$ cat config.mk
export PLATFORM = sky130hd
export DESIGN_NAME = lbl_pixel_fetch_flat
export DESIGN_NICKNAME = d
export VERILOG_FILES = /design/src/rtl/lbl_pkg.sv /design/src/rtl/lbl_pixel_fetch_if.sv /design/src/rtl/lbl_addr_gen.sv /design/src/rtl/lbl_pixel_fetch.sv /design/src/flat_wrapper.sv
export SDC_FILE = /design/constraint.sdc
export NUM_CORES = 1
export LEC_CHECK = 0
export ABC_AREA = 1
export ABC_CLOCK_PERIOD_IN_PS = 1900
export BUFFER_PORTS_ARGS = -buffer_cell sky130_fd_sc_hd__buf_2
export CAP_MARGIN = 20
export CORE_ASPECT_RATIO = 1.4
export CORE_MARGIN = 3
export CORE_UTILIZATION = 53
export DETAILED_ROUTE_END_ITERATION = 10
export HOLD_SLACK_MARGIN = 0.15
export PLACE_DENSITY_LB_ADDON = 0.08
export SETUP_SLACK_MARGIN = 0.05
export SLEW_MARGIN = 25
export SYNTH_ARGS = -nofsm -noshare
export SYNTH_HDL_FRONTEND = slang
export SYNTH_SLANG_ARGS = --single-unit
$ cat constraint.sdc
create_clock -name clk -period 1.9 [get_ports clk]
set_clock_uncertainty 0.05 [all_clocks]
set_input_delay 0.095 -clock clk [delete_from_list [all_inputs] [get_ports clk]]
set_output_delay 0.095 -clock clk [all_outputs]
set_load 0.02 [all_outputs]
$ cat src/rtl/lbl_pkg.sv
// Shared types and helpers for the label pixel fetch path: RGB444 type,
// RGB332 expansion and the fixed pipeline latency.
package lbl_pkg;

    typedef logic [11:0] rgb444_t;

    localparam logic [7:0] TRANSP_KEY_DEF = 8'h00;
    localparam int         PIPE_LAT       = 3;

    // Replicate the top bits so full-scale RGB332 maps to full-scale RGB444.
    function automatic rgb444_t rgb332_to_444(input logic [7:0] d);
        return {d[7:5], d[7], d[4:2], d[4], d[1:0], d[1:0]};
    endfunction

endpackage

$ cat src/rtl/lbl_pixel_fetch_if.sv
// Read port of the single-port label block RAM (1-cycle synchronous read).
// ram_data is valid in the cycle after an edge that saw ram_en=1; no backpressure.
interface lbl_pixel_fetch_if #(
    parameter int ADDR_WIDTH = 16
);
    logic [ADDR_WIDTH-1:0] ram_addr;
    logic                  ram_en;
    logic                  ram_we;
    logic [7:0]            ram_data;

    modport master (output ram_addr, output ram_en, output ram_we, input ram_data);
    modport slave  (input ram_addr, input ram_en, input ram_we, output ram_data);
endinterface

$ cat src/rtl/lbl_addr_gen.sv
// Label region detect, frame-synchronous show latch and counter-based
// label RAM address generation (row base + scaled column, no multiplier).
module lbl_addr_gen
    import lbl_pkg::*;
#(
    parameter int LBL_X      = 160,
    parameter int LBL_Y      = 120,
    parameter int LBL_W      = 160,
    parameter int LBL_H      = 120,
    parameter int SCALE_SH   = 1,
    parameter int ADDR_WIDTH = 16
) (
    input  logic                  clk,
    input  logic                  reset_n,
    input  logic [9:0]            pix_x,
    input  logic [9:0]            pix_y,
    input  logic                  de_i,
    input  logic                  lbl_show,
    output logic [ADDR_WIDTH-1:0] ram_addr,
    output logic                  ram_en
);

    localparam int X_END    = LBL_X + (LBL_W << SCALE_SH);
    localparam int Y_END    = LBL_Y + (LBL_H << SCALE_SH);
    localparam int SUB_MASK = (1 << SCALE_SH) - 1;

    logic [ADDR_WIDTH-1:0] row_base;
    logic                  show_q;
    logic                  in_lbl;
    logic                  frame_start;
    logic                  row_done;
    logic [9:0]            dx;
    logic [9:0]            dy;
    logic [9:0]            col;

    always_comb begin
        in_lbl = de_i
              && ({1'b0, pix_x} >= 11'(LBL_X)) && ({1'b0, pix_x} < 11'(X_END))
              && ({1'b0, pix_y} >= 11'(LBL_Y)) && ({1'b0, pix_y} < 11'(Y_END));
        frame_start = (pix_x == 10'd0) && (pix_y == 10'd0);
        dx  = pix_x - 10'(LBL_X);
        dy  = pix_y - 10'(LBL_Y);
        col = dx >> SCALE_SH;
        // Advance one stored row after the last screen row it covers.
        row_done = in_lbl && (pix_x == 10'(X_END - 1))
                && ((dy & 10'(SUB_MASK)) == 10'(SUB_MASK));
    end

    always_ff @(posedge clk or negedge reset_n) begin
        if (!reset_n) begin
            row_base <= '0;
            show_q   <= 1'b0;
            ram_addr <= '0;
            ram_en   <= 1'b0;
        end else begin
            if (frame_start) begin
                show_q   <= lbl_show;
                row_base <= '0;
            end else if (row_done) begin
                row_base <= row_base + ADDR_WIDTH'(LBL_W);
            end
            if (in_lbl) begin
                ram_addr <= row_base + ADDR_WIDTH'(col);
            end
            ram_en <= in_lbl && show_q;
        end
    end

endmodule

$ cat src/rtl/lbl_pixel_fetch.sv
// Label layer fetch and composite: drives the label RAM read port and
// overlays the expanded label pixel on the background, 3-cycle latency.
module lbl_pixel_fetch
    import lbl_pkg::*;
#(
    parameter int         LBL_X      = 160,
    parameter int         LBL_Y      = 120,
    parameter int         LBL_W      = 160,
    parameter int         LBL_H      = 120,
    parameter int         SCALE_SH   = 1,
    parameter int         ADDR_WIDTH = 16,
    parameter logic [7:0] TRANSP_KEY = TRANSP_KEY_DEF
) (
    input  logic                      clk,
    input  logic                      reset_n,
    input  logic [9:0]                pix_x,
    input  logic [9:0]                pix_y,
    input  logic                      de_i,
    input  logic                      hsync_i,
    input  logic                      vsync_i,
    input  rgb444_t                   bg_rgb,
    input  logic                      lbl_show,
    lbl_pixel_fetch_if.master         ram,
    output rgb444_t                   rgb_o,
    output logic                      hsync_o,
    output logic                      vsync_o,
    output logic                      de_o
);

    // Sideband stages before the output register.
    localparam int SB_DEPTH = PIPE_LAT - 1;

    logic [SB_DEPTH-1:0] de_d;
    logic [SB_DEPTH-1:0] hs_d;
    logic [SB_DEPTH-1:0] vs_d;
    rgb444_t             bg_d [SB_DEPTH];
    logic                act_s2;

    assign ram.ram_we = 1'b0;

    lbl_addr_gen #(
        .LBL_X      (LBL_X),
        .LBL_Y      (LBL_Y),
        .LBL_W      (LBL_W),
        .LBL_H      (LBL_H),
        .SCALE_SH   (SCALE_SH),
        .ADDR_WIDTH (ADDR_WIDTH)
    ) u_addr_gen (
        .clk      (clk),
        .reset_n  (reset_n),
        .pix_x    (pix_x),
        .pix_y    (pix_y),
        .de_i     (de_i),
        .lbl_show (lbl_show),
        .ram_addr (ram.ram_addr),
        .ram_en   (ram.ram_en)
    );

    always_ff @(posedge clk or negedge reset_n) begin
        if (!reset_n) begin
            de_d    <= '0;
            hs_d    <= '0;
            vs_d    <= '0;
            act_s2  <= 1'b0;
            for (int i = 0; i < SB_DEPTH; i++) begin
                bg_d[i] <= '0;
            end
            rgb_o   <= '0;
            hsync_o <= 1'b0;
            vsync_o <= 1'b0;
            de_o    <= 1'b0;
        end else begin
            de_d[0] <= de_i;
            hs_d[0] <= hsync_i;
            vs_d[0] <= vsync_i;
            bg_d[0] <= bg_rgb;
            for (int i = 1; i < SB_DEPTH; i++) begin
                de_d[i] <= de_d[i-1];
                hs_d[i] <= hs_d[i-1];
                vs_d[i] <= vs_d[i-1];
                bg_d[i] <= bg_d[i-1];
            end
            // ram_en doubles as the S1 label-active flag; RAM data lines up with act_s2.
            act_s2  <= ram.ram_en;
            hsync_o <= hs_d[SB_DEPTH-1];
            vsync_o <= vs_d[SB_DEPTH-1];
            de_o    <= de_d[SB_DEPTH-1];
            if (!de_d[SB_DEPTH-1]) begin
                rgb_o <= '0;
            end else if (act_s2 && (ram.ram_data != TRANSP_KEY)) begin
                rgb_o <= rgb332_to_444(ram.ram_data);
            end else begin
                rgb_o <= bg_d[SB_DEPTH-1];
            end
        end
    end

endmodule

$ cat src/flat_wrapper.sv
// flat-port wrapper written by rule: the top's interface ports become plain ports
module lbl_pixel_fetch_flat import lbl_pkg::*;
#(
    parameter int         LBL_X      = 160,
    parameter int         LBL_Y      = 120,
    parameter int         LBL_W      = 160,
    parameter int         LBL_H      = 120,
    parameter int         SCALE_SH   = 1,
    parameter int         ADDR_WIDTH = 16,
    parameter logic [7:0] TRANSP_KEY = TRANSP_KEY_DEF
)
  (clk, reset_n, pix_x, pix_y, de_i, hsync_i, vsync_i, bg_rgb, lbl_show, rgb_o, hsync_o, vsync_o, de_o, ram_ram_addr, ram_ram_en, ram_ram_we, ram_ram_data);
  lbl_pixel_fetch_if #(.ADDR_WIDTH(ADDR_WIDTH)) ram_i ();
  input  logic clk;
  input  logic reset_n;
  input  logic [9:0] pix_x;
  input  logic [9:0] pix_y;
  input  logic de_i;
  input  logic hsync_i;
  input  logic vsync_i;
  input  rgb444_t bg_rgb;
  input  logic lbl_show;
  output rgb444_t rgb_o;
  output logic hsync_o;
  output logic vsync_o;
  output logic de_o;
  output wire logic [$bits(ram_i.ram_addr)-1:0] ram_ram_addr;
  output wire logic [$bits(ram_i.ram_en)-1:0] ram_ram_en;
  output wire logic [$bits(ram_i.ram_we)-1:0] ram_ram_we;
  input wire logic [$bits(ram_i.ram_data)-1:0] ram_ram_data;
  assign ram_ram_addr = ram_i.ram_addr;
  assign ram_ram_en = ram_i.ram_en;
  assign ram_ram_we = ram_i.ram_we;
  assign ram_i.ram_data = ram_ram_data;
  lbl_pixel_fetch #(.LBL_X(LBL_X), .LBL_Y(LBL_Y), .LBL_W(LBL_W), .LBL_H(LBL_H), .SCALE_SH(SCALE_SH), .ADDR_WIDTH(ADDR_WIDTH), .TRANSP_KEY(TRANSP_KEY)) u_core (.clk(clk), .reset_n(reset_n), .pix_x(pix_x), .pix_y(pix_y), .de_i(de_i), .hsync_i(hsync_i), .vsync_i(vsync_i), .bg_rgb(bg_rgb), .lbl_show(lbl_show), .ram(ram_i), .rgb_o(rgb_o), .hsync_o(hsync_o), .vsync_o(vsync_o), .de_o(de_o));
endmodule
After elaboration in Yosys (flattened, before gate mapping)
Index checks and enable logic that the tools add are counted.

storage, ports and cells
  input port bits = 46
  output and inout port bits = 33
  word-level logic and storage cells = 40
  register bits after elaboration = 80

cells by class
  mux-type cells = 4
  add/subtract/negate cells = 4
  equal/unequal tests = 1
  $lt $le $gt $ge = 4
  reductions and logical operators = 13

operators by type and width
  cell                                                                           count
  16-bit 2-to-1 mux                                                              2
  12-bit 2-to-1 mux                                                              2
  10-bit logical NOT                                                             2
  10-bit by 9-bit less-than comparator with 1-bit output, second input constant  2
  16-bit by 8-bit adder with 16-bit output, second input constant                1
  16-bit by 9-bit adder with 16-bit output                                       1
  10-bit by 9-bit == test with 1-bit output, second input constant               1
  10-bit by 7-bit >= comparator with 1-bit output, second input constant         1
  10-bit by 8-bit >= comparator with 1-bit output, second input constant         1
  10-bit by 8-bit subtractor with 10-bit output, second input constant           1
  1-bit logical AND                                                              9
  8-bit nonzero test                                                             1
  2-bit nonzero test                                                             1
  1-bit subtractor, second input constant                                        1

Logic depth before layout (Yosys ltp)
Gate-level depths: netlist of run 1.

  depth after elaboration = 9
  depth in mapped cells = 14
  depth with buffers taken out = 14

Cells and area by module
Synthesis of run 1 repeated with hierarchy kept, for this count alone.

second synthesis, totals
  cell total of the unflattened synthesis = 385
  area, all modules = 3468.3 um^2

modules (own cells, without submodules)
  module           area an instance (um^2)  times used  cells an instance  sequential area each (um^2)
  lbl_addr_gen     2068.2                   1           284                725.7
  lbl_pixel_fetch  1400.1                   1           101                1151.1

Worst setup path after synthesis of run 1
Ideal clock, no wire load.

  path kind = input -> register
  start point = input port pix_x[5]
  end point = register u_core.u_addr_gen.ram_addr[8]
  buffers on the path = 0
  library setup time = 0.117 ns
  cell stages on the path = 11
  arrival time = 1.625 ns
  slack = 0.108 ns
  data required time = 1.733 ns
  path through = inv_2 -> ha_1 -> xnor2_1 -> ha_1 -> a21oi_1 -> inv_1 -> a21oi_1 -> nand2_1 -> or2_2 -> nand3_1 -> nand2_1

between the ends
  word-level cells in the longest chain between the ends = 5
  elaborated cells between the ends (all ways) = 8
  those cells by class = add/sub: 2; order compare: 2; reduce/logical: 4

ends and longest elaborated chain
  item                                                                              line                text
  start: declaration                                                                flat_wrapper.sv:16  input logic [9:0] pix_x;
  branches (longest 5 deep; another with 16-bit by 9-bit adder with 16-bit output)  --
  end signal: assignment                                                            lbl_addr_gen.sv:63  ram_addr <= row_base + ADDR_WIDTH'(col);
  end: declaration                                                                  lbl_addr_gen.sv:19  output logic [ADDR_WIDTH-1:0] ram_addr,

Parallel ways; which one is timed is not known.
A chain may end at the register's enable or synchronous reset.

Worst setup path in the final report of run 1
  start point = register u_core.u_addr_gen.row_base[6]
  end point = register u_core.u_addr_gen.ram_addr[8]

between the ends
  word-level cells in the longest chain between the ends = 1

ends and longest elaborated chain
  item                                      line                text
  start: declaration                        lbl_addr_gen.sv:27  logic [ADDR_WIDTH-1:0] row_base;
  start signal: assignment                  lbl_addr_gen.sv:60  row_base <= row_base + ADDR_WIDTH'(LBL_W);
  16-bit by 9-bit adder with 16-bit output  lbl_addr_gen.sv:63

No other way between the ends.

==> results of run 1 <==
[routing by layer]
metal  GRT usage (%)  wire length [µm]  vias up
met5               0                 0        -
met4           12.13               220        0
met3           3.194               317       22
met2           42.83              4307       80
met1           25.23              2871     1362
li1                -                 -     1468
[metrics by stage]
step | instance area (µm²) | setup slack [ns] | util (%) | setup TNS, ns | cells
floorplan | 3387 | 0.1076 | - | 0 | 386
global route | 4410 | 0.03044 | 73.16 | 0 | 578
detailed placement | 3901 | -0.09713 | 64.72 | -0.2906 | 533
global placement | 3901 | -0.01752 | 64.72 | -0.02979 | 533
finish | 4410 | 0.1520 | 73.16 | 0 | 578
CTS | 4398 | 0.1328 | 72.96 | 0 | 578
[area by class of cell]
class | instances | area [µm²] | area share [%]
flip-flops and latches | 75 | 1877 | 42.55
clock inverters | 7 | 82.58 | 1.872
well taps | 70 | 87.58 | 1.986
repair buffers | 119 | 785.8 | 17.82
clock buffers | 9 | 123.9 | 2.809
multi-input cells | 257 | 1300 | 29.48
inverters | 41 | 153.9 | 3.489
[cell usage after synthesis (all sizes together)]
cell    count  area (µm²)
xnor2       5       43.79
nand3      41       217.7
xor2       11       96.34
or2         1       6.260
nor3        5       30.03
buf        10       57.55
a21oi      17       85.08
nor2       28       112.6
nand3b      1       7.510
o22ai       1       6.260
nand2     109       411.7
inv        41       153.9
o21bai      2       15.01
clkbuf      3       11.26
nor4        3       18.77
ha          8       100.1
conb        1       3.750
dfrtp      75        1877
nand4      11       68.82
o21ai      12       60.05
[cell families (layout without fill, tap and decap cells)]
kind of cell               after synthesis  in the layout
DFF                                     75             75
xor gates and xnor gates                16             16
adders and majority gates                8              8
other                                    1              2
and+or+nand+nor                        199            199
buffers and inverters                   54            176
AOI/OAI and AO/OA                       32             32
[power groups by stage]
stage	Clock (mW)	Sequential, mW	Combinational [mW]
finish	1.25	1.74	0.509
global route	1.36	1.75	0.563
CTS	1.28	1.74	0.504
detailed placement	0	1.77	0.454
global placement	0	1.77	0.447
floorplan	0	1.86	0.152
[timing repair]
| item | CTS | global route |
|---|---|---|
| hold endpoints to repair | 107 | 0 |
| endpoints found under the setup margin | 0 | 6 |
| hold buffers | 29 | 0 |
| gates resized for setup | 0 | 6 |
[sequential cells by signal, indices dropped and copies added, names as in the netlist]
name / flops
u_core.u_addr_gen.row_base: 11
u_core.u_addr_gen.ram_en: 1
u_core.hsync_o: 1
u_core.vsync_o: 1
u_core.act_s2: 1
u_core.vs_d: 2
u_core.u_addr_gen.show_q: 1
u_core.de_d: 2
u_core.hs_d: 2
u_core.u_addr_gen.ram_addr: 16
u_core.de_o: 1
u_core.rgb_o: 12
u_core.bg_d: 24
[worst register-to-register path, stage by stage (launching register included)]
cell and delay (ns):
dfrtp_1 0.42, ha_1 0.34, a21oi_2 0.17, inv_1 0.08
a21oi_1 0.13, nand2_1 0.07, or2_2 0.27, nand3_1 0.07
nand2_1 0.05
[worst min path at each step]
stage               startpoint                             end  slack [ns]  cells after the start
floorplan              reset_n                   u_core.act_s2       -0.25                      0
global placement       reset_n                 u_core.rgb_o[0]        0.10                      2
detailed placement     reset_n                 u_core.rgb_o[0]         0.1                      2
CTS                   pix_x[9]  u_core.u_addr_gen.row_base[10]        0.16                      5
global route          pix_x[9]  u_core.u_addr_gen.row_base[11]        0.19                      5
finish                pix_x[9]  u_core.u_addr_gen.row_base[15]        0.18                      5
==> out/metrics.cfg, run 1 <==
[outcome]
status = completed

[timing]
timing.final.crit_period_ns = 1.748
setup_viol = 0
hold_slack_ns = 0.1814
fmax_mhz = 572.1
drv_slew = 0
rsz0062_at_grt = no
finalHoldViolCount = 0
finalCritPeriodShare_pct = 92.00

[power]
switching_share_pct = 27.73
combPwrFrac_pct = 14.5
vdd_drop_max_mv = 0.4071
p_leak_nw = 2.387
power_density_mw_per_mm2 = 794.5
p_switching_mw = 0.9718
internal_power_mw = 2.532
seqPwrFrac_pct = 49.7
power_mw = 3.504
clock_power_share_pct = 35.8

[clock_tree]
worstSkewPairLatency_ns = 0.35
htreeDepth = 3
cts_buffers = 9
clkTransAtPathRegs_ns = 0.08
clk_root_buffer_cell = clkbuf_8
clkSinkCount = 75
cts_tree = yes
max-clock-path-buffers = 2
post_cts_buffers = 0

[worst_setup_path]
cp_cell_sequence = ha_1 -> a21oi_2 -> inv_1 -> a21oi_1 -> nand2_1 -> or2_2 -> nand3_1 -> nand2_1
crit_path_start_kind = flip-flop
r2r_slack_ns = 0.15
r2r-end = u_core.u_addr_gen.ram_addr[8]
cp.depth = 8
crit_path_end = u_core.u_addr_gen.ram_addr[8]
path_delay_family = simple AND/OR/NAND/NOR gates
worst-r2r-cell-count = 8
critPathSlowestCell = dfrtp_1
worst_ep_required_time_ns = 2.09
cp_max_fo = 4
cp.buffers_inverters = 1
critPathMaxStageDelay_ns = 0.42
reg2reg_from = u_core.u_addr_gen.row_base[6]
cp_data_arrival_time_ns = 1.94
end_kind = flip-flop
crit_top_cell = nand2_1
critPathKind = reg -> reg
crit_start = u_core.u_addr_gen.row_base[6]

[yosys]
synth-compound-area-share_pct = 4.919
yosysUniqueCellTypes = 27
synth.cell_area_mm2 = 0.003383
syn_inst = 385
synthSimpleGateAreaFrac_pct = 25.81
ys_ff_latch = 75
ys_seq_area_share_pct = 55.47
yosysWarnings = 0
synth_fa_ha_area_share_pct = 2.959
avgSynthCellArea_um2 = 8.788
yosys.area_share.xor_xnor_pct = 4.142
synth_top_family_by_area = simple AND/OR/NAND/NOR gates
muxShareOfSynthArea_pct = 0

[placed_design]
io_buffers = 77
dp_hpwl_mm = 5.180
gp_congestion = 0.9531

[global_routing]
grt_max_degree = 76
grt_first_pass_wirelength_mm = 13.28
grt_antenna_before_repair = 0
grt_overflow = 0
grt_pass1_vias = 3001
grt_use_total_pct = 23.34

[floorplanning]
io_pins = 79
initial_core_util_pct = 56.12
die_x_um = 73.53
die_h_um = 100.5
rows = 33
core-area_mm2 = 0.006028
dieArea_mm2 = 0.007392

[drt]
via_per_inst = 5.073
wl_mm = 7.717
first_iter_violations = 143
vias = 2932
wl_per_cell_um = 13.35
firstDrtPassIters = 5
route.detailed.drc = 0
ant_nets = 0

[finish]
final_cell_mix = nand2_1, buf_2, dfrtp_1
fin_nets = 557
diodes = 0
layout.cells.most_common = nand2_1
syn_to_final_growth_pct = 30.36
fillers = 478
drive_gt1_share_pct = 24.02

[run]
cap_violations = 0

[hold_path]
hold_class = in -> reg

Power figures use the tool's default switching activity.
==> run 2: changes to the inputs <==
--- a/config.mk
+++ b/config.mk
@@ -10,3 +10,2 @@
 export BUFFER_PORTS_ARGS = -buffer_cell sky130_fd_sc_hd__buf_2
-export CAP_MARGIN = 20
 export CORE_ASPECT_RATIO = 1.4
==> constraint.sdc (replaced) <==
create_clock -name clk -period 1.9 [get_ports clk]
set_clock_uncertainty 0.05 [all_clocks]
set_input_delay 0.57 -clock clk [delete_from_list [all_inputs] [get_ports clk]]
set_output_delay 0.57 -clock clk [all_outputs]
set_load 0.02 [all_outputs]
==> run 2 against run 1 <==
  * The flow now finishes with violations (negative setup slack)
  * Design area down 0.54%
  * Combinational power decreased by 1%
  * Flip-flop and latch count unchanged
  * Utilization fell by 0.39 points
  * Non-clock buffer count decreased by 15
  * Sequential share of layout area rose by 0.23 points
  * Routed wire length decreased by 3.6%
  * Cell count shrank 2.6%
  * Largest power group unchanged
==> out/metrics.cfg, run 2 (synthesized netlist as in run 1, its figures left out) <==
[outcome]
status = complete, but fails checks
violations = negative setup slack

[power]
vdd_drop_max_mv = 0.4107  ; +0.86%
power_density_mw_per_mm2 = 799.4  ; +0.61%
p_leak_nw = 2.373  ; -0.59%

[finish]
fin_nets = 542  ; -2.7%
regMostFlops = u_core.bg_d
regArea_mm2 = 0.001877  ; unchanged
layout.cells.most_common = nand2_1
reg_top3 = u_core.bg_d (24), u_core.u_addr_gen.ram_addr (16), u_core.rgb_o (12)
largest_reg_flops = 24  ; unchanged
fillers = 478  ; unchanged
utilization_pct = 72.77  ; -0.39 points
drive_gt1_share_pct = 30.83  ; +6.8 points
diodes = 0  ; unchanged
final_cell_mix = nand2_1, buf_2, dfrtp_1
syn_to_final_growth_pct = 29.66
multi_input_area_mm2 = 0.001375  ; +5.8%

[global_routing]
grt_max_degree = 61  ; -20%
grt_antenna_before_repair = 0  ; unchanged
grt_pass1_vias = 2841  ; -5.3%
grt_first_pass_wirelength_mm = 12.41  ; -6.5%
grt_use_total_pct = 21.86  ; -1.5 points
grt_overflow = 0  ; unchanged

[clock_tree]
worstSkewPairLatency_ns = 0.35  ; about the same
cts_buffers = 9  ; unchanged
clk_root_buffer_cell = clkbuf_8
max-clock-path-buffers = 2  ; unchanged
clkSinkCount = 75  ; unchanged
cts_tree = yes
htreeDepth = 3  ; unchanged
clkTransAtPathRegs_ns = 0.08  ; about the same

[timing]
timing.final.crit_period_ns = 1.958  ; +0.2104 ns
rsz0062_at_grt = yes
fmax_mhz = 510.6  ; -11%
finalHoldViolCount = 0  ; unchanged
drv_slew = 0  ; unchanged
finalCritPeriodShare_pct = 103.1  ; +11 points
timing.final.ws_setup_ns = -0.05841  ; -0.2104 ns
hold_slack_ns = 0.2741  ; +0.09269 ns
setup_viol = 2  ; +2

[hold_path]
hold_class = in -> reg
hold_depth = 1  ; -4

[drt]
via_per_inst = 5.151  ; +1.5%
route.detailed.drc = 0  ; unchanged
firstDrtPassIters = 4  ; -1
wl_per_cell_um = 13.21  ; -1.1%
ant_nets = 0  ; unchanged
wl_mm = 7.437  ; -3.6%
first_iter_violations = 116  ; -19%
vias = 2900  ; -1.1%

[floorplanning]
die_h_um = 100.5  ; unchanged
initial_core_util_pct = 56.12  ; unchanged
die_x_um = 73.53  ; unchanged
core-area_mm2 = 0.006028  ; unchanged
io_pins = 79  ; unchanged
dieArea_mm2 = 0.007392  ; unchanged
rows = 33  ; unchanged

[placed_design]
io_buffers = 77  ; unchanged
dp_hpwl_mm = 5.677  ; +9.6%
pre_cts_ws_ns = -0.5369  ; -0.4397 ns
gp_congestion = 0.9616  ; +0.89%

[worst_setup_path]
cp_max_fo = 4  ; unchanged
end_kind = flip-flop
crit_path_start_kind = primary input
cp_data_arrival_time_ns = 2.15  ; +0.21 ns
critPathKind = in -> reg
worst-r2r-cell-count = 10  ; +2
worst_ep_required_time_ns = 2.09  ; about the same

[run]
cap_violations = 0  ; unchanged

run 2: per-layer routing:
layer | share of wire [%] | wire length (µm) | up-vias | GRT usage, %
met5 | 0 | 0 | - | 0
met2 | 54 | 4029 | 73 | 39.75
met3 | 4.9 | 365 | 14 | 5.090
met1 | 38 | 2823 | 1371 | 23.67
met4 | 2.9 | 218 | 0 | 9.066
li1 | - | - | 1442 | -
run 2: metrics by stage:
step,setup TNS (ns),instance area [µm²],instances,power (mW)
after floorplan,-0.9655,3446,386,2.019
after global placement,-4.760,4060,543,2.239
after detailed placement,-5.461,4060,543,2.253
after CTS,-0.01218,4333,562,3.532
after global routing,-0.7902,4387,563,3.685
final,-0.06658,4387,563,3.507
run 2: final timing paths:
kind / start / slack (ns) / end
worst min register to register: u_core.bg_d[12] / 0.30 / u_core.bg_d[0]
worst max-delay path: pix_x[6] / -0.06 / u_core.u_addr_gen.ram_addr[12]
max in group asynchronous: reset_n / 0.84 / u_core.u_addr_gen.row_base[11]
worst min-delay path: vsync_i / 0.27 / u_core.vs_d[0]
worst max register to register: u_core.u_addr_gen.row_base[7] / 0.18 / u_core.u_addr_gen.ram_addr[12]
min in group asynchronous: reset_n / 0.67 / u_core.bg_d[0]
run 2: critical path, stage by stage:
cell and delay [ns]:
buf_12 0.11, inv_12 0.05, ha_4 0.15, o21ai_2 0.05, xor2_1 0.16, ha_1 0.35, nand2_2 0.10, nor2_1 0.11
nand2_1 0.08, nand2_2 0.12, nand2_2 0.07, nand2_1 0.06, nand2_1 0.07, nand3_2 0.06, nand2_1 0.05
run 2: repair_timing:
item | 4_1_cts | 5_1_grt
gates resized for setup | 13 | 15
hold buffers | 1 | 0
setup buffers | 2 | 1
hold endpoints to repair | 15 | 0
endpoints found under the setup margin | 8 | 10
pin swaps | 13 | 13
run 2: cell type report:
| class | instances | share of cell area [%] |
|---|---|---|
| Sequential cell | 75 | 42.78 |
| Multi-Input combinational cell | 257 | 31.35 |
| Timing Repair Buffer | 104 | 15.09 |
| Inverter | 41 | 4.079 |
| Clock buffer | 9 | 2.824 |
| Tap cell | 70 | 1.997 |
| Clock inverter | 7 | 1.882 |
run 2: power by group:
group	leakage [nW]	internal, mW	total [mW]	switching (mW)
Clock	0.0988	0.629	1.26	0.635
Sequential	0.940	1.70	1.74	0.0427
Combinational	1.33	0.200	0.502	0.302
==> run 3: changes to the inputs <==
ABC_CLOCK_PERIOD_IN_PS = 2220   (was 1900)
REMOVE_ABC_BUFFERS = 1   (was not set)
clock period = 2.22 ns   (was 1.9 ns; I/O delays follow)
==> run 3 against run 2 <==
  * The run now ends clean
  * Design area shrank 4.0%
  * Register-to-register slack gained 0.31 ns
  * Via count shrank 3.3%
  * Largest power group unchanged
==> out/metrics.cfg, run 3 (synthesized netlist as in run 1, its figures left out) <==
[drt]
via_per_inst = 5.045  ; -2.1%
wl_mm = 6.976  ; -6.2%
ant_nets = 0  ; unchanged
route.detailed.drc = 0  ; unchanged
vias = 2805  ; -3.3%
first_iter_violations = 119  ; +2.6%
firstDrtPassIters = 4  ; unchanged
wl_per_cell_um = 12.55  ; -5.0%

[clock_tree]
max-clock-path-buffers = 2  ; unchanged
hold_buffers = 0  ; -1
cts_buffers = 9  ; unchanged
htreeDepth = 3  ; unchanged
clkTransAtPathRegs_ns = 0.08  ; about the same
clkSinkCount = 75  ; unchanged
cts_tree = yes
worstSkewPairLatency_ns = 0.34  ; about the same
clk_root_buffer_cell = clkbuf_8

[timing]
timing.final.ws_setup_ns = 0.1107  ; +0.1691 ns
timing.final.crit_period_ns = 2.109
fmax_mhz = 474.1
drv_slew = 0  ; unchanged
finalHoldViolCount = 0  ; unchanged
finalCritPeriodShare_pct = 95.01
rsz0062_at_grt = no
setup_viol = 0  ; -2

[worst_setup_path]
critPathSlowestCell = ha_2
worst_ep_required_time_ns = 2.41  ; +0.32 ns
crit_path_start_kind = primary input
critPathMaxStageDelay_ns = 0.38  ; +0.03 ns
crit_top_cell = nand2_1
cp_max_fo = 4  ; unchanged
critPathKind = in -> reg
end_kind = flip-flop
r2r_slack_ns = 0.49  ; +0.31 ns
cp_data_arrival_time_ns = 2.30  ; +0.15 ns
cp_cell_sequence = buf_2 -> buf_4 -> nor2_2 -> nor2_2 -> xor2_1 -> ha_2 -> nand2_1 -> o21bai_4 -> nand2_1 -> nand2_1 -> nand3_1 -> nand3_1 -> nand2_1
reg2reg_from = u_core.u_addr_gen.row_base[6]
crit_start = pix_x[6]

[floorplanning]
rows = 33  ; unchanged
dieArea_mm2 = 0.007392  ; unchanged
initial_core_util_pct = 56.12  ; unchanged
die_h_um = 100.5  ; unchanged
io_pins = 79  ; unchanged
die_x_um = 73.53  ; unchanged
core-area_mm2 = 0.006028  ; unchanged

[global_routing]
grt_overflow = 0  ; unchanged
grt_pass1_vias = 2708  ; -4.7%
grt_use_total_pct = 20.36  ; -1.5 points
grt_first_pass_wirelength_mm = 11.65  ; -6.1%
grt_max_degree = 76  ; +25%
grt_antenna_before_repair = 0  ; unchanged

[placed_design]
pre_cts_ws_ns = -0.3647  ; +0.1722 ns
io_buffers = 77  ; unchanged
gp_congestion = 0.9447  ; -1.8%
dp_hpwl_mm = 5.328  ; -6.1%

[finish]
reg_top3 = u_core.bg_d (24), u_core.u_addr_gen.ram_addr (16), u_core.rgb_o (12)
drive_gt1_share_pct = 27.78  ; -3.1 points
syn_to_final_growth_pct = 24.45
final_cell_mix = nand2_1, buf_2, dfrtp_1
diodes = 0  ; unchanged
layout.cells.most_common = nand2_1
regMostFlops = u_core.bg_d
largest_reg_flops = 24  ; unchanged
fin_nets = 535  ; -1.3%

[power]
vdd_drop_max_mv = 0.3545  ; -14%
power_density_mw_per_mm2 = 705.0  ; -12%
power_mw = 2.968  ; -15%
p_leak_nw = 2.305  ; -2.9%

[outcome]
status = completed

[run]
cap_violations = 0  ; unchanged

[hold_path]
hold_class = in -> async

-- run 3: per-stage QoR --
stage	util [%]	instances	setup TNS (ns)	hold slack (ns)	cell area, µm²
after global placement	65.46	539	-1.949	0.2817	3946
final	69.84	556	0	0.2919	4210
after detailed placement	65.46	539	-2.363	0.2863	3946
after floorplan	-	373	-0.3477	0.2812	3318
after CTS	68.89	555	0	0.3001	4153
after global routing	69.84	556	0	0.3070	4210
-- run 3: final cells by class --
| cell class | count | area, µm² |
|---|---|---|
| sequential | 75 | 1877 |
| fill | 498 | 1818 |
| multi-input combinational | 257 | 1338 |
| timing repair buffer | 97 | 548.0 |
| inverter | 41 | 153.9 |
| clock buffer | 9 | 123.9 |
| tap | 70 | 87.58 |
| clock inverter | 7 | 82.58 |
-- run 3: power by group --
group / switching (mW) / internal (mW)
Sequential: 0.0353 / 1.45
Combinational: 0.252 / 0.155
Clock: 0.536 / 0.538
Total: 0.823 / 2.15
-- run 3: critical path, delay by kind of cell --
family | cells | cell delay, ns
fa+ha+maj | 1 | 0.38
buf+inv | 2 | 0.24
xor+xnor | 1 | 0.14
compound gates | 1 | 0.17
simple gates | 8 | 0.69
-- run 3: path summary, 6_finish.rpt --
kind	end	cells after the start
worst max-delay path	u_core.u_addr_gen.ram_addr[14]	13
worst min-delay path	u_core.u_addr_gen.ram_addr[0]	2
worst max register to register	u_core.u_addr_gen.ram_addr[8]	8
worst min register to register	u_core.vsync_o	0
max in group asynchronous	u_core.u_addr_gen.row_base[5]	2
min in group clk	u_core.vsync_o	0
-- run 3: routing by layer --
layer  track usage [%]  vias up  part of all wire [%]
met3             4.391       17                   5.0
li1                  -     1425                     -
met1             23.06     1283                    40
met5                 0        -                     0
met2             35.72       80                    52
met4             9.484        0                   3.3
-- run 3: what timing repair did --
action,4_1_cts,5_1_grt
setup buffers,0,1
resized for setup,1,12
setup endpoints to repair,2,8
pin swaps,1,6
